`src/rtl/alu_sequencer.sv`:
```
// Multi-cycle execute stage driving a 4-entry regfile through one reg_no/val/write_en port.
// Define ALU_FLAGS_WB_EN to write eflags after each ADD/SUB/AND/OR/XOR/ADDI result.
//
// state    | meaning
// IDLE     | waiting for an instruction, instr_ready high
// RD_A     | regfile addressed with rs1, opA captured at exit
// RD_B     | regfile addressed with rs2, opB captured at exit
// EXEC     | result and flags computed and captured at exit
// WB_RES   | result written to rd
// WB_FLG   | flags written to eflags
// DONE     | retire pulse (done, illegal)
module alu_sequencer #(
  parameter int DATA_W   = 4,
  parameter int FLAG_REG = 3
) (
  input  logic              clk,
  input  logic              rst,
  input  logic              instr_valid,
  output logic              instr_ready,
  input  logic [11:0]       instr,
  output logic              rf_write_en,
  output logic [3:0]        rf_reg_no,
  output logic [DATA_W-1:0] rf_val,
  input  logic [DATA_W-1:0] rf_dout,
  output logic              busy,
  output logic              done,
  output logic              illegal
);

  typedef enum logic [2:0] {
    S_IDLE, S_RD_A, S_RD_B, S_EXEC, S_WB_RES, S_WB_FLG, S_DONE
  } state_e;

  localparam logic [3:0] OP_NOP  = 4'd0;
  localparam logic [3:0] OP_ADD  = 4'd1;
  localparam logic [3:0] OP_SUB  = 4'd2;
  localparam logic [3:0] OP_AND  = 4'd3;
  localparam logic [3:0] OP_OR   = 4'd4;
  localparam logic [3:0] OP_XOR  = 4'd5;
  localparam logic [3:0] OP_MOV  = 4'd6;
  localparam logic [3:0] OP_LDI  = 4'd7;
  localparam logic [3:0] OP_ADDI = 4'd8;
  localparam logic [3:0] FLAG_NO = 4'(FLAG_REG);
  localparam int         MSB     = DATA_W - 1;

  state_e            state_q, state_d;
  logic [11:0]       instr_q, instr_d;
  logic [DATA_W-1:0] opa_q, opa_d;
  logic [DATA_W-1:0] opb_q, opb_d;
  logic [DATA_W-1:0] result_q, result_d;
  logic [3:0]        flags_q, flags_d;

  logic [3:0]        op, in_op;
  logic [1:0]        rd, rs1, rs2;
  logic [DATA_W-1:0] imm;
  logic              is_alu3, is_addi, is_legal, writes_res, writes_flags, rd_is_flag;
  logic              in_reads_a;

  assign op    = instr_q[11:8];
  assign rd    = instr_q[7:6];
  assign rs1   = instr_q[5:4];
  assign rs2   = instr_q[1:0];
  assign imm   = DATA_W'(instr_q[3:0]);
  assign in_op = instr[11:8];

  assign is_alu3      = (op >= OP_ADD) && (op <= OP_XOR);
  assign is_addi      = (op == OP_ADDI);
  assign is_legal     = (op <= OP_ADDI);
  assign writes_res   = is_alu3 || is_addi || (op == OP_MOV) || (op == OP_LDI);
  assign writes_flags = is_alu3 || is_addi;
  assign rd_is_flag   = ({2'b00, rd} == FLAG_NO);
  assign in_reads_a   = ((in_op >= OP_ADD) && (in_op <= OP_MOV)) || (in_op == OP_ADDI);

  // ALU: operands are registered, so this settles well within the EXEC cycle.
  logic [DATA_W-1:0] alu_b, alu_res;
  logic [DATA_W:0]   sum, diff;
  logic              alu_c, alu_v;
  logic [3:0]        alu_flags;

  always_comb begin
    alu_b   = is_addi ? imm : opb_q;
    sum     = {1'b0, opa_q} + {1'b0, alu_b};
    diff    = {1'b0, opa_q} - {1'b0, opb_q};
    alu_res = '0;
    alu_c   = 1'b0;
    alu_v   = 1'b0;
    case (op)
      OP_ADD, OP_ADDI: begin
        alu_res = sum[MSB:0];
        alu_c   = sum[DATA_W];
        alu_v   = (opa_q[MSB] == alu_b[MSB]) && (alu_res[MSB] != opa_q[MSB]);
      end
      OP_SUB: begin
        alu_res = diff[MSB:0];
        alu_c   = diff[DATA_W];
        alu_v   = (opa_q[MSB] != opb_q[MSB]) && (alu_res[MSB] != opa_q[MSB]);
      end
      OP_AND:  alu_res = opa_q & opb_q;
      OP_OR:   alu_res = opa_q | opb_q;
      OP_XOR:  alu_res = opa_q ^ opb_q;
      OP_MOV:  alu_res = opa_q;
      OP_LDI:  alu_res = imm;
      default: alu_res = '0;
    endcase
    alu_flags = {alu_v, alu_res[MSB], alu_c, (alu_res == '0)};
  end

  always_ff @(posedge clk or posedge rst) begin
    if (rst) begin
      state_q  <= S_IDLE;
      instr_q  <= '0;
      opa_q    <= '0;
      opb_q    <= '0;
      result_q <= '0;
      flags_q  <= '0;
    end else begin
      state_q  <= state_d;
      instr_q  <= instr_d;
      opa_q    <= opa_d;
      opb_q    <= opb_d;
      result_q <= result_d;
      flags_q  <= flags_d;
    end
  end

  always_comb begin
    state_d  = state_q;
    instr_d  = instr_q;
    opa_d    = opa_q;
    opb_d    = opb_q;
    result_d = result_q;
    flags_d  = flags_q;
    case (state_q)
      S_IDLE: begin
        if (instr_valid) begin
          instr_d = instr;
          state_d = in_reads_a ? S_RD_A : S_EXEC;
        end
      end
      S_RD_A: begin
        opa_d   = rf_dout;
        state_d = is_alu3 ? S_RD_B : S_EXEC;
      end
      S_RD_B: begin
        opb_d   = rf_dout;
        state_d = S_EXEC;
      end
      S_EXEC: begin
        result_d = alu_res;
        flags_d  = alu_flags;
        state_d  = writes_res ? S_WB_RES : S_DONE;
      end
      S_WB_RES: begin
`ifdef ALU_FLAGS_WB_EN
        // An explicit write to eflags must not be overwritten by the flag write-back.
        state_d = (writes_flags && !rd_is_flag) ? S_WB_FLG : S_DONE;
`else
        state_d = S_DONE;
`endif
      end
      S_WB_FLG: state_d = S_DONE;
      S_DONE:   state_d = S_IDLE;
      default:  state_d = S_IDLE;
    endcase
  end

  always_comb begin
    instr_ready = 1'b0;
    busy        = 1'b1;
    rf_write_en = 1'b0;
    rf_reg_no   = 4'd0;
    rf_val      = '0;
    done        = 1'b0;
    illegal     = 1'b0;
    case (state_q)
      S_IDLE: begin
        instr_ready = 1'b1;
        busy        = 1'b0;
      end
      S_RD_A: rf_reg_no = {2'b00, rs1};
      S_RD_B: rf_reg_no = {2'b00, rs2};
      S_WB_RES: begin
        rf_reg_no   = {2'b00, rd};
        rf_val      = result_q;
        rf_write_en = 1'b1;
      end
      S_WB_FLG: begin
        rf_reg_no   = FLAG_NO;
        rf_val      = DATA_W'(flags_q);
        rf_write_en = 1'b1;
      end
      S_DONE: begin
        done    = 1'b1;
        illegal = !is_legal;
      end
      default: ;
    endcase
  end

endmodule

```
`config.mk`:
```
export PLATFORM = sky130hd
export DESIGN_NAME = alu_sequencer
export DESIGN_NICKNAME = d
export VERILOG_FILES = /design/src/rtl/alu_sequencer.sv
export SDC_FILE = /design/constraint.sdc
export NUM_CORES = 1
export LEC_CHECK = 0
export BUFFER_PORTS_ARGS = -buffer_cell sky130_fd_sc_hd__buf_2
export CAP_MARGIN = 25
export CORE_AREA = 2 2 87 89
export CTS_CLUSTER_SIZE = 14
export DETAILED_ROUTE_END_ITERATION = 10
export DIE_AREA = 0 0 89 91
export PLACE_DENSITY = 0.5
export REMOVE_ABC_BUFFERS = 1
export SYNTH_ARGS = -nofsm -noshare
export SYNTH_HDL_FRONTEND = slang
export SYNTH_SLANG_ARGS = --single-unit
```
`constraint.sdc`:
```
create_clock -name clk -period 3 [get_ports clk]
set_clock_uncertainty 0.05 [all_clocks]
set_input_delay 0.3 -clock clk [delete_from_list [all_inputs] [get_ports clk]]
set_output_delay 0.3 -clock clk [all_outputs]
set_load 0.005 [all_outputs]
```
# Word level (Yosys, flattened, before mapping)
# Cells that the tools add are included.
classes:
  reduce_logical: 14
  bitwise: 3
  magnitude_cmp: 5
  add_sub_neg: 2
  n_eq_ne: 20
  mux: 16
op_table:
  columns: ["cell", "n"]
  rows:
  - ["one-hot mux 4 bit (7 select lines)", 1]
  - ["equality test 4 x 3 -> 1 bit (second input constant)", 4]
  - ["one-hot mux 3 bit (5 select lines)", 1]
  - ["equality test 3 bit (second input constant)", 3]
  - ["equality test 4 x 2 -> 1 bit (second input constant)", 2]
  - ["equality test 4 bit (second input constant)", 2]
  - [">= comparator 4 x 1 -> 1 bit (second input constant)", 2]
  - ["less-or-equal comparator 4 x 3 -> 1 bit (second input constant)", 2]
  - ["one-hot mux 2 bit (4 select lines)", 1]
  - ["one-hot mux 4 bit (2 select lines)", 1]
  - ["equality test 3 x 2 -> 1 bit (second input constant)", 2]
  - ["two-way mux 1 bit", 6]
  - ["adder 4 x 4 -> 5 bit", 1]
  - ["subtractor 4 x 4 -> 5 bit", 1]
  - ["bitwise AND 4 bit", 1]
  - ["equality test 4 x 1 -> 1 bit (second input constant)", 1]
  - ["less-or-equal comparator 4 bit (second input constant)", 1]
  - ["logical AND 1 bit", 4]
  - ["logical NOT 4 bit", 1]
  - ["logical OR 1 bit", 4]
  - ["two-way mux 2 bit", 2]
  - ["two-way mux 4 bit", 1]
  - ["bitwise OR 4 bit", 1]
  - ["one-hot mux 1 bit (2 select lines)", 2]
  - ["10 further kinds", 13]
totals:
  input_bits: 19
  output_inout_bits: 13
  ff_bits: 31
  wordCells: 66

# Depth between registers and ports, before layout
depth:
  word_depth: 7
  ltp_mapped: 14
  depth_no_buf: 12

# Worst setup path before layout
# No wires, ideal clock.
synth_timing:
  path_type: "register -> register"
  start: "register instr_q[8]"
  end: "register flags_q[0]"
  path_slack_ps: 395
  t_arrival_ps: 2488
  synth_period_minus_slack_ps: 2605
  required_time_ps: 2884
  stages_incl_launch_ff: 13
  path_buffers: 2
  setup_ps: 66
  path_cell_list: "dfrtp_1 -> buf_6 -> nor3_1 -> and2_1 -> buf_2 -> nor2_1 -> a21o_1 -> ha_1 -> a21o_1 -> a21oi_1 -> xnor2_1 -> a221oi_2 -> a41o_1"
synth_between:
  elab_chain_len: 5
  elab_cells_between_ends: 13
  classes_between: "add/sub (1); eq/ne (8); mux (2); reduce/logical (2)"
synth_rtl:
  columns: ["item", "line", "text"]
  rows:
  - ["start: declaration", "47", "logic [11:0] instr_q, instr_d;"]
  - ["start signal: assignment", "118", "instr_q <= instr_d;"]
  - ["equality test 4 bit", "67, 87", null]
  - ["two-way mux 4 bit", "81", "alu_b = is_addi ? imm : opb_q;"]
  - ["adder 4 x 4 -> 5 bit", "82", "sum = {1'b0, opa_q} + {1'b0, alu_b};"]
  - ["one-hot mux 4 bit (7 select lines) *", "87", "case (op)"]
  - ["logical NOT 4 bit *", "105", "alu_flags = {alu_v, alu_res[MSB], alu_c, (alu_res == '0)};"]
  - ["end signal: assignment", "122", "flags_q <= flags_d;"]
  - ["end: declaration", "51", "logic [3:0] flags_q, flags_d;"]
# Every way passes the cells marked *; elsewhere a longest branch is shown, timed or not.
# A chain may end at the register's enable or synchronous reset.

# Worst setup path in the final report
# Same ends and word-level chain as after synthesis.

==> results.txt <==
- Required time of the worst setup path: 3180 ps
- In this run the cell area of the synthesized design comes to 2110 um2.
* Placeable Area: 7140 um2
* Area grow syn2layout: 17.1%
- Grt total ovfl: 0
- Number of standard-cell rows in the floorplan: 31
- Synth cell count leaders: sky130_fd_sc_hd__dfrtp_1, sky130_fd_sc_hd__nand2_1, sky130_fd_sc_hd__inv_1
- Count of hold buffers inserted by post-cts repair: 0
* Worst min-delay path class: in2async
- Headroom to the max-slew limit came out at 0.554.
* FILL cells: 788
- In the global route stage, overall resource usage came out at 0.129.
- Placed inst area: 2380 um2
- STA puts the critical path data arrival time at 2720 ps.
- Counting every instance in the synthesized netlist gives 227.
- The clock passes through at most 2 buffers.
- Max IR drop VDD: 0.231 mV
- Leakage Power: 0.00118 uW
- Max-cap viol count: 0
- Sum of internal, switching and leakage power: 2800 uW
- The final layout contains routed wiring with a total length of 4800 um.
- Counting flops with an async set or reset pin after synthesis yields a share of 1.00.
* Number of flops mapped to enable cells by yosys: 0
- Critical-path maximum fanout: 8
- Clock tree synthesis inserted a total of 5 buffers.
- Setup violations remaining at the end of the flow were counted as 0.
- Seq. cell area: 751 um2
- The floorplan step defined a die boundary enclosing 8100 um2.
- CTS clock-pin slew for the worst setup and hold paths: 70 ps
* Total area of multi-input combinational cells: 1200 um2
- Setup repair after global routing left no endpoint under its margin.
- At the end of routability-driven placement, the weighted congestion stood at 0.764.
- For the final routed database, the setup TNS stands at 0 ps.
* Category of the most critical setup path: reg2reg
- The final layout contains 297 nets.
- Final Hold Fails: 0
* Launching element type of the critical path: flip-flop
- After detailed routing, the number of remaining DRC violations is 0.
- Dividing the final minimum period by the clock period gives 0.847.
- Power spread over the standard cell area amounts to 1130 nW/um2.
- Proportion of layout cells with a drive suffix above 1: 0.249
- Fmax: 394 MHz
* Via density per instance: 4.61
* Initial Utilization: 0.296
- Number of antenna violations at the first check in global routing: 0
- 0 antenna diodes ended up in the layout.
- Biggest area contributors in the synthesized netlist: sky130_fd_sc_hd__dfrtp_1, sky130_fd_sc_hd__ha_1, sky130_fd_sc_hd__mux2_2
- Largest area contributor in the netlist: sky130_fd_sc_hd__dfrtp_1
- Die boundary height: 91 um
- Resized Gates After CTS: 0
* Cell chosen for the clock root: sky130_fd_sc_hd__clkbuf_8
- The die is 89 um wide.
* Top-count cell post-synth: sky130_fd_sc_hd__dfrtp_1
- Synthesized area per cell: 9.30 um2
- Actual transition at the worst max-transition pin: 668 ps
- The smallest clock period supported by the final layout is computed as 2540 ps.
* Detailed placement HPWL: 3500 um
- Via total after detailed routing: 1661
* Element type at the critical path end: flip-flop
- Counting flops and latches in the post-synthesis netlist gives 30.
- The H-tree was split into 2 levels.
- Largest net degree at the start of global routing: 31
- The clock drives 30 sinks.
* Warnings, synthesis: 0
- TritonCTS clock tree: built
- Design Area, Final: 2470 um2
- Count of input and output buffers: 29
- The number of setup buffers added after CTS is 0.
* Area share of the largest cell type after synthesis: 0.355
* Number of placed I/O pins: 32
- For this run, the register share of the synthesized area comes to 0.355.
- In this run, distinct cell masters in the synthesized netlist total 46.
- For this block, the initial DRC count from the detailed router was 68.
- In the final routed layout, each cell accounts on average for 13.3 um.
* Primary flip-flop cell chosen by synthesis mapping: sky130_fd_sc_hd__dfrtp_1
- Result of the run: complete, no violations
- The via count of the first global-routing pass came to 1587.
- The first TritonRoute pass finished after 4 iterations.
- The clock reaches the later pin of the worst-skew pair after 290 ps.
* Number of pins exceeding their max-slew limit in the final report: 0
- DRT antenna net count: 0
* First-pass GRT wire length: 8000 um
* Post-Route Hold Slack: 23.9 ps
## cells in the final DEF (no fill, tap or decap), types with 2 or more instances in the layout
| master | count |
|---|---|
| sky130_fd_sc_hd__mux4_2 | 2 |
| sky130_fd_sc_hd__buf_4 | 10 |
| sky130_fd_sc_hd__nand2_1 | 24 |
| sky130_fd_sc_hd__xor2_1 | 2 |
| sky130_fd_sc_hd__a211oi_1 | 2 |
| sky130_fd_sc_hd__o21ai_0 | 20 |
| sky130_fd_sc_hd__a21o_1 | 5 |
| sky130_fd_sc_hd__mux2i_1 | 6 |
| sky130_fd_sc_hd__dfrtp_1 | 30 |
| sky130_fd_sc_hd__clkbuf_8 | 6 |
| sky130_fd_sc_hd__nor2b_1 | 2 |
| sky130_fd_sc_hd__ha_1 | 16 |
| sky130_fd_sc_hd__xnor2_1 | 6 |
| sky130_fd_sc_hd__mux2_2 | 14 |
| sky130_fd_sc_hd__a21oi_1 | 13 |
| sky130_fd_sc_hd__fa_1 | 2 |
| sky130_fd_sc_hd__and2_1 | 3 |
| sky130_fd_sc_hd__nand2b_1 | 2 |
| sky130_fd_sc_hd__inv_1 | 22 |
| sky130_fd_sc_hd__buf_2 | 29 |
| sky130_fd_sc_hd__nor3_1 | 8 |
| sky130_fd_sc_hd__conb_1 | 2 |
| sky130_fd_sc_hd__nand3b_1 | 2 |
| sky130_fd_sc_hd__nor2_1 | 11 |
## cell families after synthesis
family          Yosys count  share of synthesized area
simple gates             59                      0.136
compound gates           53                      0.160
buf+inv                  36                     0.0758
flops                    30                      0.355
mux                      22                      0.124
fa+ha+maj                18                      0.114
xor+xnor                  8                     0.0332
other cells               1                    0.00178
## metal layers
layer | GRT usage | wire (um)
met5 | 0 | 0
met4 | 0.0522 | 102
met3 | 0.0273 | 120
met2 | 0.190 | 2230
met1 | 0.181 | 2340
## power by group
part	total, uW	switching, uW	internal, uW
Clock	346	161	185
Sequential	768	171	597
Combinational	1690	889	801
Total	2800	1220	1580
## path summary, 6_finish.rpt
kind	start	endpoint	slack, ps	depth (start not counted)
hold reg to reg	result_q[2]	result_q[2]	430	2
hold / removal	rst	instr_q[6]	20	3
setup reg to reg	instr_q[8]	flags_q[0]	460	10
min in group clk	rf_dout[0]	opa_q[0]	180	3
max in group asynchronous	rst	opb_q[2]	2580	3
setup / recovery	instr_q[8]	flags_q[0]	460	10
## final cells by class
class                   instances  share of cell area
clock buffers                   7              0.0349
clock inverters                 1             0.00202
inverters                      22              0.0334
multi-input cells             162               0.487
flip-flops and latches         30               0.303
well taps                      99              0.0501
repair buffers                 39              0.0890
## critical path, cell delays in order, from the launching register on
cell and delay, ps:
sky130_fd_sc_hd__dfrtp_1 370, sky130_fd_sc_hd__nor3_1 230, sky130_fd_sc_hd__and2_1 310, sky130_fd_sc_hd__nor2_1 70, sky130_fd_sc_hd__a21o_1 170, sky130_fd_sc_hd__ha_1 270
sky130_fd_sc_hd__a21o_1 170, sky130_fd_sc_hd__a21oi_1 270, sky130_fd_sc_hd__xnor2_1 120, sky130_fd_sc_hd__a221oi_2 260, sky130_fd_sc_hd__a41o_1 190
## registers in the layout, indices dropped and copies added, names as in the netlist
name / count
state_q: 3
flags_q: 4
opa_q: 4
instr_q: 12
opb_q: 4
result_q: 3
## metrics by stage
stage	instances	utilization	setup slack, ps
3_5_place_dp	352	0.334	471
4_1_cts	360	0.347	439
2_1_floorplan	214	-	325
3_3_place_gp	352	0.334	540
5_1_grt	360	0.347	238
6_report	360	0.347	459
Note: power is estimated with default switching activity, not from simulation.
